==> src/rtl/irq_pkg.sv <==
// Shared types and constants for the memory-mapped interrupt controller.
// Gateway states, register offsets within the window, and the "no source" id.
package irq_pkg;

  typedef enum logic [1:0] {
    IDLE   = 2'd0,
    PEND   = 2'd1,
    ACTIVE = 2'd2
  } gw_state_e;

  // Byte offsets of the word registers inside the 0x14-byte window.
  localparam logic [4:0] OFF_PENDING  = 5'h00;
  localparam logic [4:0] OFF_ENABLE   = 5'h04;
  localparam logic [4:0] OFF_TRIGGER  = 5'h08;
  localparam logic [4:0] OFF_CLAIM    = 5'h0C;
  localparam logic [4:0] OFF_COMPLETE = 5'h10;

  localparam logic [31:0] WINDOW_BYTES = 32'h14;
  localparam logic [4:0]  ID_NONE      = 5'd0;

endpackage

==> src/rtl/irq_gateway.sv <==
// Per-source gateway: latches one interrupt line into IDLE/PEND/ACTIVE and
// remembers an edge that arrives while the source is being serviced.
module irq_gateway
  import irq_pkg::*;
(
  input  logic      clk,
  input  logic      reset,
  input  logic      src,
  input  logic      edgeMode,
  input  logic      claim,
  input  logic      complete,
  output logic      pend,
  output gw_state_e state
);

  logic prev;
  logic rearm;
  logic trig;

  // Edge mode fires on a 0->1 transition of the line, level mode on high.
  assign trig = edgeMode ? (src & ~prev) : src;
  assign pend = (state == PEND);

  always_ff @(posedge clk) begin
    if (reset) begin
      state <= IDLE;
      prev  <= 1'b0;
      rearm <= 1'b0;
    end else begin
      prev <= src;
      case (state)
        IDLE: begin
          if (trig) state <= IDLE == IDLE ? PEND : PEND;
        end
        PEND: begin
          // A claim beats a coincident trigger; an edge in that cycle is kept.
          if (claim) begin
            state <= ACTIVE;
            if (edgeMode && trig) rearm <= 1'b1;
          end
        end
        ACTIVE: begin
          if (complete) begin
            state <= (rearm || (edgeMode && trig)) ? PEND : IDLE;
            rearm <= 1'b0;
          end else if (edgeMode && trig) begin
            rearm <= 1'b1;
          end
        end
        default: begin
          state <= IDLE;
          rearm <= 1'b0;
        end
      endcase
    end
  end

endmodule

==> src/rtl/irq_controller.sv <==
// Memory-mapped interrupt controller: per-source gateways, ENABLE/TRIGGER
// registers, lowest-index claim encoder and the registered external request.
module irq_controller
  import irq_pkg::*;
#(
  parameter int          NUM_SRC   = 8,
  parameter logic [31:0] BASE_ADDR = 32'h8000_3000
) (
  input  logic               CLK,
  input  logic               reset,
  input  logic [31:0]        A,
  input  logic               WE,
  input  logic [31:0]        WD,
  output logic [31:0]        RD,
  output logic               sel,
  input  logic [NUM_SRC-1:0] irqSrc,
  output logic               externalIRQ
);

  // Bus protocol: no handshake and no backpressure. A write takes effect on
  // the rising edge where sel & WE are high; reads are combinational from A.
  logic [31:0]        off;
  logic [4:0]         word_off;
  logic               wr;
  logic               wr_enable;
  logic               wr_trigger;
  logic               wr_claim;
  logic               wr_complete;

  logic [NUM_SRC-1:0] enable;
  logic [NUM_SRC-1:0] trigger;
  logic [NUM_SRC-1:0] pend_vec;
  logic [NUM_SRC-1:0] cand;
  logic [NUM_SRC-1:0] claim_vec;
  logic [NUM_SRC-1:0] complete_vec;
  logic [4:0]         claim_id;

  logic [NUM_SRC-1:0][1:0] gw_state_bits;
  logic                    unused_bits;

  assign off      = A - BASE_ADDR;
  assign sel      = (A >= BASE_ADDR) && (off < WINDOW_BYTES);
  assign word_off = {off[4:2], 2'b00};

  assign wr          = sel & WE;
  assign wr_enable   = wr && (word_off == OFF_ENABLE);
  assign wr_trigger  = wr && (word_off == OFF_TRIGGER);
  assign wr_claim    = wr && (word_off == OFF_CLAIM);
  assign wr_complete = wr && (word_off == OFF_COMPLETE);

  // Id 0 and ids beyond NUM_SRC never match a source, so they are dropped here.
  always_comb begin
    claim_vec    = '0;
    complete_vec = '0;
    for (int i = 0; i < NUM_SRC; i++) begin
      claim_vec[i]    = wr_claim    && (WD[4:0] == 5'(i + 1));
      complete_vec[i] = wr_complete && (WD[4:0] == 5'(i + 1));
    end
  end

  for (genvar g = 0; g < NUM_SRC; g++) begin : gen_gw
    irq_gateway u_gw (
      .clk      (CLK),
      .reset    (reset),
      .src      (irqSrc[g]),
      .edgeMode (trigger[g]),
      .claim    (claim_vec[g]),
      .complete (complete_vec[g]),
      .pend     (pend_vec[g]),
      .state    (gw_state_bits[g])
    );
  end

  assign cand = pend_vec & enable;

  always_comb begin
    claim_id = ID_NONE;
    for (int i = NUM_SRC - 1; i >= 0; i--) begin
      if (cand[i]) claim_id = 5'(i + 1);
    end
  end

  always_ff @(posedge CLK) begin
    if (reset) begin
      enable      <= '0;
      trigger     <= '0;
      externalIRQ <= 1'b0;
    end else begin
      if (wr_enable)  enable  <= WD[NUM_SRC-1:0];
      if (wr_trigger) trigger <= WD[NUM_SRC-1:0];
      externalIRQ <= |cand;
    end
  end

  always_comb begin
    RD = 32'h0;
    if (sel) begin
      case (word_off)
        OFF_PENDING: RD = {{(32 - NUM_SRC){1'b0}}, pend_vec};
        OFF_ENABLE:  RD = {{(32 - NUM_SRC){1'b0}}, enable};
        OFF_TRIGGER: RD = {{(32 - NUM_SRC){1'b0}}, trigger};
        OFF_CLAIM:   RD = {27'h0, claim_id};
        default:     RD = 32'h0;
      endcase
    end
  end

  // Upper write-data bits and the gateway state taps have no consumer here.
  assign unused_bits = ^{WD, gw_state_bits};

endmodule

==> config.mk <==
export PLATFORM = sky130hd
export DESIGN_NAME = irq_controller
export DESIGN_NICKNAME = d
export VERILOG_FILES = /design/src/rtl/irq_pkg.sv /design/src/rtl/irq_gateway.sv /design/src/rtl/irq_controller.sv
export SDC_FILE = /design/constraint.sdc
export NUM_CORES = 1
export LEC_CHECK = 0
export BUFFER_PORTS_ARGS = -buffer_cell sky130_fd_sc_hd__buf_4
export CORE_ASPECT_RATIO = 0.6
export CORE_MARGIN = 8
export CORE_UTILIZATION = 53
export DETAILED_ROUTE_END_ITERATION = 8
export PLACE_DENSITY = 0.81
export SYNTH_ARGS = -nofsm -noshare
export SYNTH_HDL_FRONTEND = slang
export SYNTH_HIERARCHICAL = 1
export SYNTH_SLANG_ARGS = --single-unit
==> constraint.sdc <==
create_clock -name CLK -period 3.6 [get_ports CLK]
set_input_delay 0.72 -clock CLK [delete_from_list [all_inputs] [get_ports CLK]]
set_output_delay 0.72 -clock CLK [all_outputs]
set_load 0.005 [all_outputs]
-- After elaboration in Yosys (flattened, before gate mapping)
Cells that the tools add are included.
- bits of input ports: 75
- memories: 0
- output and inout bits: 34
- RAM bits: 0
- bits in latches: 0
- word-level logic and storage cells: 261
- flip-flop bits (word level): 49
- ROM bits: 0
- magnitude comparators: 2
- shifts and indexed selects: 0
- bitwise logic cells: 26
- div/mod/pow operators: 0
- eq/ne operators: 52
- reduce and logical (&&, ||, !) cells: 63
- multipliers: 0
- add/subtract/negate cells: 1
- multiplexer cells: 90
- operators with widths (cell ; count):
    2-to-1 mux 2 bit ; 24
    inequality test 2 x 1 -> 1 bit, second input constant ; 24
    one-hot mux 2 bit (3 select lines) ; 8
    2-to-1 mux 1 bit ; 40
    2-to-1 mux 5 bit ; 7
    greater-or-equal comparator 32 bit, second input constant ; 1
    less-than comparator 32 x 5 -> 1 bit, second input constant ; 1
    one-hot mux 8 bit (4 select lines) ; 1
    subtractor 32 bit, second input constant ; 1
    logical AND 1 bit ; 29
    one-hot mux 1 bit (3 select lines) ; 8
    AND reduction 3 bit ; 8
    equality test 5 x 3 -> 1 bit, second input constant ; 4
    equality test 2 x 1 -> 1 bit, second input constant ; 8
    equality test 2 bit, second input constant ; 8
    logical NOT 2 bit ; 8
    inverter 1 bit ; 16
    AND reduction 2 bit ; 8
    equality test 5 x 2 -> 1 bit, second input constant ; 2
    AND 1 bit ; 9
    AND 8 bit ; 1
    logical OR 1 bit ; 8
    2-to-1 mux 8 bit ; 1
    OR reduction 8 bit ; 1
    7 further kinds ; 8

-- Depth between registers and ports, before layout
Gate-level depths: netlist (run 1).
- depth in word-level cells: 12
- mapped depth: 9
- gate-level depth less buffers: 7

-- Cells and area by module
Netlist (run 1), hierarchy kept.
- by module, submodules not included (module ; cells an instance ; area each (sq um) ; times used):
    irq_gateway ; 31 ; 302.8 ; 8
    irq_controller ; 204 ; 1498.9 ; 1

-- Worst setup path before layout (run 1)
Ideal clock, no wire load.
- path kind: input port to flip-flop
- start point: input A[16]
- end point: register gen_gw[2].u_gw.state[0]
- stages on the path: 8
- setup slack: 0.669 ns
- arrival: 2.859 ns
- cell sequence: or4_1 nor4_4 nand3_2 buf_2 nor4_1 and2b_1 a211oi_4 mux2i_1
- longest elaborated chain between the ends: 8
- elaborated cells between the ends (all ways): 12
- those cells by class: add/sub: 1; order compare: 2; eq/ne: 2; bitwise: 1; reduce/logical: 6
- RTL lines (item ; RTL line ; source):
    start, declared ; irq_controller.sv:11 ; input logic [31:0] A,
    subtractor 32 bit ; irq_controller.sv:41 ; assign off = A - BASE_ADDR;
    less-than comparator 32 x 5 -> 1 bit ; irq_controller.sv:42 ; assign sel = (A >= BASE_ADDR) && (off < WINDOW_BYTES);
    logical AND 1 bit (*) ; irq_controller.sv:42 ;
    AND 1 bit (*) ; irq_controller.sv:45 ; assign wr = sel & WE;
    logical AND 1 bit (*) ; irq_controller.sv:49 ; assign wr_complete = wr && (word_off == OFF_COMPLETE);
    logical AND 1 bit (*) ; irq_controller.sv:57 ; complete_vec[i] = wr_complete && (WD[4:0] == 5'(i + 1));
    via complete_vec[2] ; irq_controller.sv:35 ; logic [NUM_SRC-1:0] complete_vec;
    inequality test 2 x 1 -> 1 bit (no source line) (*) ; - ;
    AND reduction 3 bit (no source line) (*) ; - ;
    end signal, assigned ; irq_gateway.sv:33 ; if (trig) state <= IDLE == IDLE ? PEND : PEND;
    end signal, assigned ; irq_gateway.sv:44 ; state <= (rearm || (edgeMode && trig)) ? PEND : IDLE;
    end, declared ; irq_gateway.sv:13 ; output gw_state_e state
The timed path passes the listed nets; every way through them passes the cells marked *.
A chain may end at the register's enable or synchronous reset.

-- Worst setup path in the final report (run 1)
- start point: input A[16]
- end point: output RD[0]
- longest elaborated chain between the ends: 4
- elaborated cells between the ends (all ways): 5
- those cells by class: add/sub: 1; order compare: 2; mux: 1; reduce/logical: 1
- RTL lines (item ; RTL line ; source):
    subtractor 32 bit ; irq_controller.sv:41 ;
    less-than comparator 32 x 5 -> 1 bit ; irq_controller.sv:42 ;
    logical AND 1 bit (*) ; irq_controller.sv:42 ;
    2-to-1 mux 8 bit (*) ; irq_controller.sv:97 ; if (sel) begin
    end, declared ; irq_controller.sv:14 ; output logic [31:0] RD,
Mark *: on every way between the ends. The rest lies on a longest branch, timed or not.

==> results.cfg, run 1 <==
[outcome]
status = finished clean

[critical_path]
worstPathRequired_ns = 2.88
cp-end-kind = primary output
r2r_slack_ns = 2.01
path_cells = buf_4 -> or4_1 -> or2_2 -> nor4_1 -> nand3_1 -> a21oi_1 -> buf_4
r2r-start = gen_gw[4].u_gw/state[1]$_SDFFE_PP0P_
crit_start = A[16]
cpMostUsedCell = buf_4
arrival_ns = 2.66
cpPeakStageDelay_ns = 0.59
crit_type = input port to primary output
crit_family = simple AND/OR/NAND/NOR gates
crit_path_max_fanout = 5
crit_slowest_cell = or4_1
cp.buffers_inverters = 2
crit_path_start_kind = input port
r2r_cells = 5
regToRegEndpoint = externalIRQ$_SDFF_PP0_

[cts]
clk_latency_ns = 0.29
hold_buffers = 0
cts_tree = built
cts_made_buffers = 5
ctsResizeCount = 0
cts_sinks = 49
cts_max_level = 2
cts.clk_slew.worst_paths_ns = 0.07
post_cts_buffers = 0
root_buffer = clkbuf_16
clock_path_buffers = 2

[route]
viasPerCell = 5.810
drt_iter0_drc = 304
postRouteAntennaNets = 0
first_pass_iters = 5
num_vias = 3463
wl_per_cell_um = 16.56
drc_errors = 0
routed_wl_um = 9867

[pwr]
combPwrFrac = 0.445
switching_share = 0.3835
total_power_mw = 2.095
p_sw_uw = 803.5
power.internal_mw = 1.292
p_per_area_nw_per_um2 = 468.7
ir_drop_mv = 0.2716
p_leak_nw = 1.867
clkPwrFrac = 0.222
seqPwrFrac = 0.332

[placement]
gp_congestion = 0.8541
portBuffers = 58
dpl_cell_area_um2 = 4334
hpwl_um = 7363

[synth]
syn_inst = 452
synth_fa_ha_area_frac = 0.1276
muxShareOfSynthArea = 0.05648
netlist_top_cells_area = dfxtp_1 25%, ha_1 13%, nand2b_1 6.9%
netlist_area_um2 = 3921
yosysTopAreaCell = dfxtp_1
ys.flop_type = dfxtp_1
synth_cell_types = 46
synth_top_family_by_area = simple AND/OR/NAND/NOR gates
async_reset_ff_frac = 0
ys_seq_area_frac = 0.2502
synth_edf_count = 0
yosys.area_share.xor_xnor = 0
synth_compound_area_frac = 0.2087
yosys_warnings = 6
synth_top_area_frac = 0.2502
syn_area_per_cell_um2 = 8.675
synth-simple-area-share = 0.2629
ys_ff_latch = 49

[layout]
num_antenna_cells = 0
drive_gt1_frac = 0.1703
fin_nets = 619
syn_to_final_growth_pct = 14.01
stdcell_area_um2 = 4471
layout_commonest_cell = buf_4
layout_common_cells = 59 x buf_4, 49 x dfxtp_1, 43 x nand2b_1, 40 x ha_1, 36 x inv_1

[global_routing]
grt_use_total = 0.1921
grt_pass1_wl_um = 16280
grt_pass1_vias = 3303
antenna_found_initial = 0
grt_max_degree = 74
grt_overflow = 0

[sta]
maxSlewViolCount = 0
setup_viol = 0
slew_headroom = 0.5643
fin_crit_sh = 0.9383
rsz0062_at_grt = false
min_period_ns = 3.378
clock.fmax_ghz = 0.2961
skew_ns = 0.003482
setup_tns_ns = 0
hold_viol = 0
worst_pin_slew_ns = 0.6516

[floorplanning]
dieWidth_um = 127.0
dieArea_um2 = 10500
die_y_um = 82.63
rows = 24
ios = 109
core_um2 = 7207
start_util = 0.5441

[job]
drv_cap = 0

[worst_hold_path]
min_path_type = register to register
min_from = gen_gw[6].u_gw/rearm$_SDFFE_PP0P_
hold_depth = 2
worstHoldEndpoint = gen_gw[6].u_gw/rearm$_SDFFE_PP0P_
flip-flops by register name, indices dropped and copies added (netlist names):
| signal | flops |
|---|---|
| trigger | 8 |
| gen_gw.u_gw/prev | 8 |
| externalIRQ | 1 |
| gen_gw.u_gw/rearm | 8 |
| gen_gw.u_gw/state | 16 |
| enable | 8 |
worst reg2reg max path: stages (launching register included):
cell	delay (ns)
dfxtp_1	0.39
inv_1	0.10
ha_1	0.29
a22o_1	0.29
nor2b_1	0.25
a31oi_1	0.14
logic make-up (layout without fill, tap and decap cells):
logic type | count (synthesis) | after routing
simple gates | 160 | 160
compound gates | 107 | 107
buf+inv | 73 | 103
flops | 49 | 49
fa+ha+maj | 40 | 40
mux | 22 | 22
other cells | 1 | 24
how the worst max path moves through the flow:
stage | cells after the start | endpoint
6_report | 7 | RD[0]
4_1_cts | 7 | RD[0]
5_1_grt | 7 | RD[0]
3_5_place_dp | 8 | gen_gw[1].u_gw/state[0]$_SDFFE_PP0P_
3_3_place_gp | 8 | gen_gw[1].u_gw/state[1]$_SDFFE_PP0P_
2_1_floorplan | 8 | gen_gw[2].u_gw/state[0]$_SDFFE_PP0P_
area by class of cell:
| class | count | area (µm²) |
|---|---|---|
| clock buffer | 8 | 136.4 |
| fill | 650 | 2736 |
| inverter | 36 | 135.1 |
| multi-input combinational | 353 | 2661 |
| sequential | 49 | 980.9 |
| tap | 91 | 113.9 |
| timing repair buffer | 59 | 442.9 |
synth_stat cells (8+ instances only):
cell type and count:
a211o_1 8, a211oi_1 9, a211oi_4 8, a21bo_2 8, a21oi_1 19, a31oi_1 10, and2b_1 8, buf_4 24
clkbuf_1 8, dfxtp_1 49, ha_1 40, inv_1 36, mux2i_1 21, nand2b_1 43, nand3b_1 17, nand4b_1 9
nor2_1 16, nor2b_1 18, nor4_1 17, o2111ai_1 8, o21ai_0 28
metrics by stage:
step | hold slack, ns | worst slack, ns | cells | utilization
after floorplan | 0.4633 | 0.6694 | 475 | -
after CTS | 0.5037 | 0.2712 | 596 | 0.6203
after detailed placement | 0.4942 | 0.2243 | 588 | 0.6014
final | 0.4980 | 0.2222 | 596 | 0.6203
after global routing | 0.5292 | 0.1739 | 596 | 0.6203
after global placement | 0.4831 | 0.2565 | 588 | 0.6014
metal layers:
metal  track usage  routed length, µm  vias up
met5             0                  0        -
met4       0.07311                165        0
met3       0.05897               1109       20
met2        0.3025               4220      169
met1        0.2455               4372     1612
li1              -                  -     1662
power by group through the flow:
stage	Sequential [mW]	Combinational, mW	Clock (mW)
finish	0.697	0.933	0.466
global placement	0.699	0.874	0
global route	0.709	1.03	0.499
floorplan	0.684	0.738	0
detailed placement	0.710	0.912	0
CTS	0.697	0.925	0.473
Power figures use the tool's default switching activity.
==> run 2: changes to the inputs <==
--- a/config.mk
+++ b/config.mk
@@ -11,4 +11,5 @@
 export CORE_UTILIZATION = 53
 export DETAILED_ROUTE_END_ITERATION = 8
+export HOLD_SLACK_MARGIN = 0.05
 export PLACE_DENSITY = 0.81
 export SYNTH_ARGS = -nofsm -noshare
==> constraint.sdc (replaced) <==
create_clock -name CLK -period 3.6 [get_ports CLK]
set_input_delay 0.54 -clock CLK [delete_from_list [all_inputs] [get_ports CLK]]
set_output_delay 0.54 -clock CLK [all_outputs]
set_load 0.005 [all_outputs]
==> run 2 against run 1 <==
Effect of this change: first-iteration DRC count is 10% higher; hold slack got worse by 0.016 ns; final cell count decreased by 0.17%; die area did not move; via count fell by 3.2%; fmax grew 12%; sequential share of layout area is essentially flat; largest cell class unchanged; highest routed layer unchanged.
==> results.cfg, run 2 (synthesized netlist as in run 1, its figures left out) <==
[global_routing]
top_usage_layer = met2
grt_overflow = 0
grt_use_total = 0.1862
grt_pass1_wl_um = 15900
grt_max_degree = 74
grt_pass1_vias = 3251
antenna_found_initial = 0
grt_use_met2 = 0.3052
grt.met1_usage = 0.2393
grtUsageMet3 = 0.05962

[critical_path]
worstPathRequired_ns = 3.06
crit_path_start_kind = input port
cp-end-kind = primary output
arrival_ns = 2.49
crit_type = input port to primary output
crit_path_max_fanout = 5
r2r_cells = 5

[placement]
portBuffers = 58
post-place-ws_ns = 0.3865
dpl_cell_area_um2 = 4327
hpwl_um = 7430
gp_congestion = 0.8426

[route]
postRouteAntennaNets = 0
drc_errors = 0
num_vias = 3352
drt_iter0_drc = 335
routed_wl_um = 9739
viasPerCell = 5.634
wl_per_cell_um = 16.37
first_pass_iters = 5

[sta]
rsz0062_at_grt = false
skew_ns = 0.007144
hold_viol = 0
slew_headroom = 0.5487
fin_ws_ns = 0.5722
clock.fmax_ghz = 0.3303
setup_viol = 0
maxSlewViolCount = 0
fin_crit_sh = 0.8410
hold_slack_ns = 0.4821
setup_tns_ns = 0
worst_pin_slew_ns = 0.6750
min_period_ns = 3.028

[floorplanning]
rows = 24
ios = 109
dieWidth_um = 127.0
die_y_um = 82.63
core_um2 = 7207
dieArea_um2 = 10500
start_util = 0.5441

[cts]
ctsResizeCount = 0
cts_max_level = 2
root_buffer = clkbuf_16
cts_tree = built
clock_path_buffers = 2
cts_made_buffers = 5
clk_latency_ns = 0.30
hold_buffers = 0
cts.clk_slew.worst_paths_ns = 0.07
cts_sinks = 49
post_cts_buffers = 0

[layout]
stdcell_area_um2 = 4466
regArea_um2 = 980.9
largest-register = gen_gw.u_gw/state
largest_register_ffs = 16
layout_common_cells = 58 x buf_4, 49 x dfxtp_1, 43 x nand2b_1, 40 x ha_1, 36 x inv_1
num_antenna_cells = 0
fill_cells = 643
syn_to_final_growth_pct = 13.88
multiInputGateArea_um2 = 2661
postLayoutCoreUtil = 0.6196
drive_gt1_frac = 0.1726
layout_commonest_cell = buf_4
fin_nets = 618

[job]
drv_cap = 0

[pwr]
combPwrFrac = 0.446
p_sw_uw = 803.6
power.internal_mw = 1.289
p_leak_nw = 1.869
clkPwrFrac = 0.223
ir_drop_mv = 0.2355
p_per_area_nw_per_um2 = 468.5
seqPwrFrac = 0.332
switching_share = 0.3841

[worst_hold_path]
min_path_type = input port to register
hold_depth = 2

[outcome]
status = finished clean
-- run 2: cell types whose count changed in the layout (fill, tap and decap cells not counted), sizes merged --
| cell | previous run | this run |
|---|---|---|
| buf | 59 | 58 |
| clkbuf | 8 | 6 |
| clkinv | 0 | 2 |
-- run 2: area by class of cell --
cell class                 count  area share
clock buffer                   6     0.02886
sequential                    49      0.2197
multi-input combinational    353      0.5960
timing repair buffer          58     0.09751
clock inverter                 2    0.002242
inverter                      36     0.03026
tap                           91     0.02550
-- run 2: path summary, 6_finish.rpt --
check,startpoint,end,slack (ns)
worst min register to register,gen_gw[5].u_gw/rearm$_SDFFE_PP0P_,gen_gw[5].u_gw/rearm$_SDFFE_PP0P_,0.51
worst max-delay path,A[16],RD[0],0.57
worst max register to register,gen_gw[6].u_gw/state[1]$_SDFFE_PP0P_,externalIRQ$_SDFF_PP0_,2.06
worst min-delay path,irqSrc[5],gen_gw[5].u_gw/prev$_SDFF_PP0_,0.48
-- run 2: metrics by stage --
| stage | total power [mW] | cells |
|---|---|---|
| 3_3_place_gp | 1.572 | 587 |
| 2_1_floorplan | 1.422 | 475 |
| 6_report | 2.092 | 595 |
| 3_5_place_dp | 1.622 | 587 |
| 5_1_grt | 2.241 | 595 |
| 4_1_cts | 2.094 | 595 |
-- run 2: per-layer routing --
| layer | routed length [µm] | up-vias | share of wire |
|---|---|---|---|
| li1 | - | 1661 | - |
| met1 | 4458 | 1562 | 0.46 |
| met2 | 4230 | 123 | 0.43 |
| met3 | 994 | 6 | 0.10 |
| met4 | 55 | 0 | 0.0056 |
| met5 | 0 | - | 0 |
-- run 2: worst max-delay path: stages --
cell and delay [ns]:
buf_4 0.10, or4_1 0.59, or2_2 0.34, nor4_1 0.22, nand3_1 0.26, a21oi_1 0.27, buf_4 0.16
-- run 2: power by group through the flow --
stage	logic (mW)	clock network (mW)	registers, mW
floorplan	0.738	0	0.684
global placement	0.874	0	0.699
detailed placement	0.915	0	0.707
CTS	0.925	0.474	0.694
global route	1.03	0.502	0.707
finish	0.932	0.466	0.694
==> run 3: changes to the inputs <==
ABC_AREA = 1   (was unset)
CORE_UTILIZATION = 49   (was 53)
PLACE_DENSITY = 0.77   (was 0.81)
clock period = 2.46 ns   (was 3.6 ns; I/O delays follow)
==> run 3 against run 2 <==
Effect of this change: non-clock buffer count up 18; critical endpoint is now RD[4]; highest routed layer unchanged; synthesized cell count up 55%; sequential cell count unchanged.
==> results.cfg, run 3 <==
[sta]
worst_pin_slew_ns = 0.5407
setup_viol = 0
rsz0062_at_grt = true
setup_tns_ns = 0
maxSlewViolCount = 0
slew_headroom = 0.6392
fin_crit_sh = 0.9560
min_period_ns = 2.352
fin_ws_ns = 0.1082
clock.fmax_ghz = 0.4252
hold_viol = 0
skew_ns = 0.005494

[worst_hold_path]
hold_depth = 3
min_from = irqSrc[3]
worstHoldEndpoint = gen_gw[3].u_gw/prev$_SDFF_PP0_
min_path_type = input port to register

[critical_path]
worstPathRequired_ns = 2.09
cpPeakStageDelay_ns = 0.18
crit_path_start_kind = input port
crit_type = input port to primary output
path_cells = buf_4 -> nor2_4 -> nand3b_1 -> o21ai_2 -> nand3_2 -> nor2_4 -> nand2_4 -> nor2_8 -> nand2_4 -> buf_4 -> a31oi_2 -> buf_4
r2r_cells = 8
r2r_slack_ns = 1.06
cpMostUsedCell = buf_4
crit_slowest_cell = buf_4
r2r-start = gen_gw[2].u_gw/state[1]$_SDFFE_PP0P_
arrival_ns = 1.98
crit_path_max_fanout = 9
cp-end-kind = primary output
regToRegEndpoint = externalIRQ$_SDFF_PP0_

[synth]
ys_seq_area_frac = 0.2259
synth_edf_count = 0
netlist_area_um2 = 4342
syn_inst = 700
ys.flop_type = dfxtp_1
synth_cell_types = 36
synth_top_area_frac = 0.2259
synth.most_common_cell = nand2_1
async_reset_ff_frac = 0
yosys_warnings = 6
ys_ff_latch = 49
yosysTopAreaCell = dfxtp_1
synthTopCellsByCount = 202 x nand2_1, 135 x inv_1, 110 x nor2_1, 49 x dfxtp_1, 40 x ha_1
netlist_top_cells_area = dfxtp_1 23%, nand2_1 17%, inv_1 12%
syn_area_per_cell_um2 = 6.202

[layout]
largest_register_ffs = 16
syn_to_final_growth_pct = 18.44
fill_cells = 801
layout_commonest_cell = nand2_1
num_antenna_cells = 0
layout_common_cells = 201 x nand2_1, 135 x inv_1, 104 x nor2_1, 76 x buf_4, 49 x dfxtp_1
drive_gt1_frac = 0.2003
stdcell_area_um2 = 5142
fin_nets = 894
largest-register = gen_gw.u_gw/state

[cts]
hold_buffers = 0
cts.clk_slew.worst_paths_ns = 0.07
post_cts_buffers = 0
clk_latency_ns = 0.29
clock_path_buffers = 2
cts_max_level = 2
cts_tree = built
root_buffer = clkbuf_16
cts_made_buffers = 5
cts_sinks = 49

[route]
first_pass_iters = 5
drt_iter0_drc = 228
wl_per_cell_um = 12.00
viasPerCell = 4.713
num_vias = 4199
drc_errors = 0
routed_wl_um = 10700
postRouteAntennaNets = 0

[floorplanning]
dieArea_um2 = 12230
rows = 26
ios = 109
die_y_um = 88.92
core_um2 = 8556
start_util = 0.5075
dieWidth_um = 137.5

[global_routing]
grt_pass1_wl_um = 17550
grt_use_total = 0.1777
grt_max_degree = 19
grtUsageMet3 = 0.03928
grt_pass1_vias = 3975
top_usage_layer = met2
grt.met1_usage = 0.2261
grt_overflow = 0
grt_use_met2 = 0.3028
antenna_found_initial = 0

[pwr]
combPwrFrac = 0.511
ir_drop_mv = 0.4224
p_sw_mw = 1.536
power.internal_mw = 2.063
p_leak_nw = 2.704
clkPwrFrac = 0.195
total_power_mw = 3.599
switching_share = 0.4269
seqPwrFrac = 0.295
p_per_area_nw_per_um2 = 699.9

[outcome]
status = finished clean

[placement]
gp_congestion = 0.8997
portBuffers = 58
post-place-ws_ns = -0.1529
hpwl_um = 8659
dpl_cell_area_um2 = 4922

[job]
drv_cap = 0
-- run 3: changes by cell type in the layout (fill, tap and decap cells not counted), moves of 19 or more --
cell,delta
inv_1,+99
mux2i_1,-21
nand2_1,+195
nand2b_1,-43
nor2_1,+88
o21ai_0,-19
-- run 3: layer usage --
layer | wire length [µm] | up-vias
met4 | 114 | 0
met2 | 4788 | 97
met3 | 764 | 11
met5 | 0 | -
met1 | 5027 | 1883
li1 | - | 2208
-- run 3: final cells by class --
| cell class | instances | area (µm²) | area share |
|---|---|---|---|
| sequential | 49 | 980.9 | 0.1908 |
| inverter | 145 | 554.3 | 0.1078 |
| tap | 112 | 140.1 | 0.02725 |
| clock inverter | 1 | 7.507 | 0.001460 |
| timing repair buffer | 76 | 570.5 | 0.1109 |
| multi-input combinational | 502 | 2750 | 0.5348 |
| clock buffer | 6 | 138.9 | 0.02701 |
-- run 3: power groups by stage --
| stage | logic (mW) | clock network [mW] | registers, mW |
|---|---|---|---|
| floorplan | 1.36 | 0 | 1.04 |
| global placement | 1.72 | 0 | 1.07 |
| detailed placement | 1.80 | 0 | 1.08 |
| CTS | 1.81 | 0.721 | 1.06 |
| global route | 2.13 | 0.752 | 1.08 |
| finish | 1.84 | 0.701 | 1.06 |
-- run 3: how the worst max path moves through the flow --
stage	to	slack (ns)	cells past startpoint	from
2_1_floorplan	gen_gw[6].u_gw/state[1]$_SDFFE_PP0P_	0.24	20	A[13]
3_3_place_gp	gen_gw[2].u_gw/rearm$_SDFFE_PP0P_	-0.1	16	A[14]
3_5_place_dp	gen_gw[5].u_gw/rearm$_SDFFE_PP0P_	-0.15	16	A[14]
4_1_cts	RD[4]	0.02	12	A[13]
5_1_grt	gen_gw[0].u_gw/state[1]$_SDFFE_PP0P_	-0.0009	21	A[13]
6_report	RD[4]	0.11	12	A[14]
-- run 3: through the flow --
step,hold WS (ns),util,instances
2_1_floorplan,0.4381,-,723
3_3_place_gp,0.4938,0.5753,884
3_5_place_dp,0.4841,0.5753,884
4_1_cts,0.2914,0.5934,891
5_1_grt,0.2938,0.6011,891
6_report,0.2949,0.6011,891
-- run 3: worst max-delay path, delay by kind of cell --
kind            cells  cell delay (ns)
buf+inv             3             0.45
compound gates      2             0.34
simple gates        7             0.81
-- run 3: timing repair --
item                                    4_1_cts  5_1_grt
resized for setup                             2       18
endpoints found under the setup margin        2       32
cloned                                        0        0
pin swaps                                     1        2
endpoints found under the hold margin         0        0
-- run 3: cell families after synthesis --
kind of cell / synth area share
AND/OR/NAND/NOR: 0.3841
buffers and inverters: 0.1775
AO/OA/AOI/OAI: 0.09222
flip-flops: 0.2259
adder cells (fa/ha/maj): 0.1153
XOR/XNOR: 0.004035
other: 0.0008637
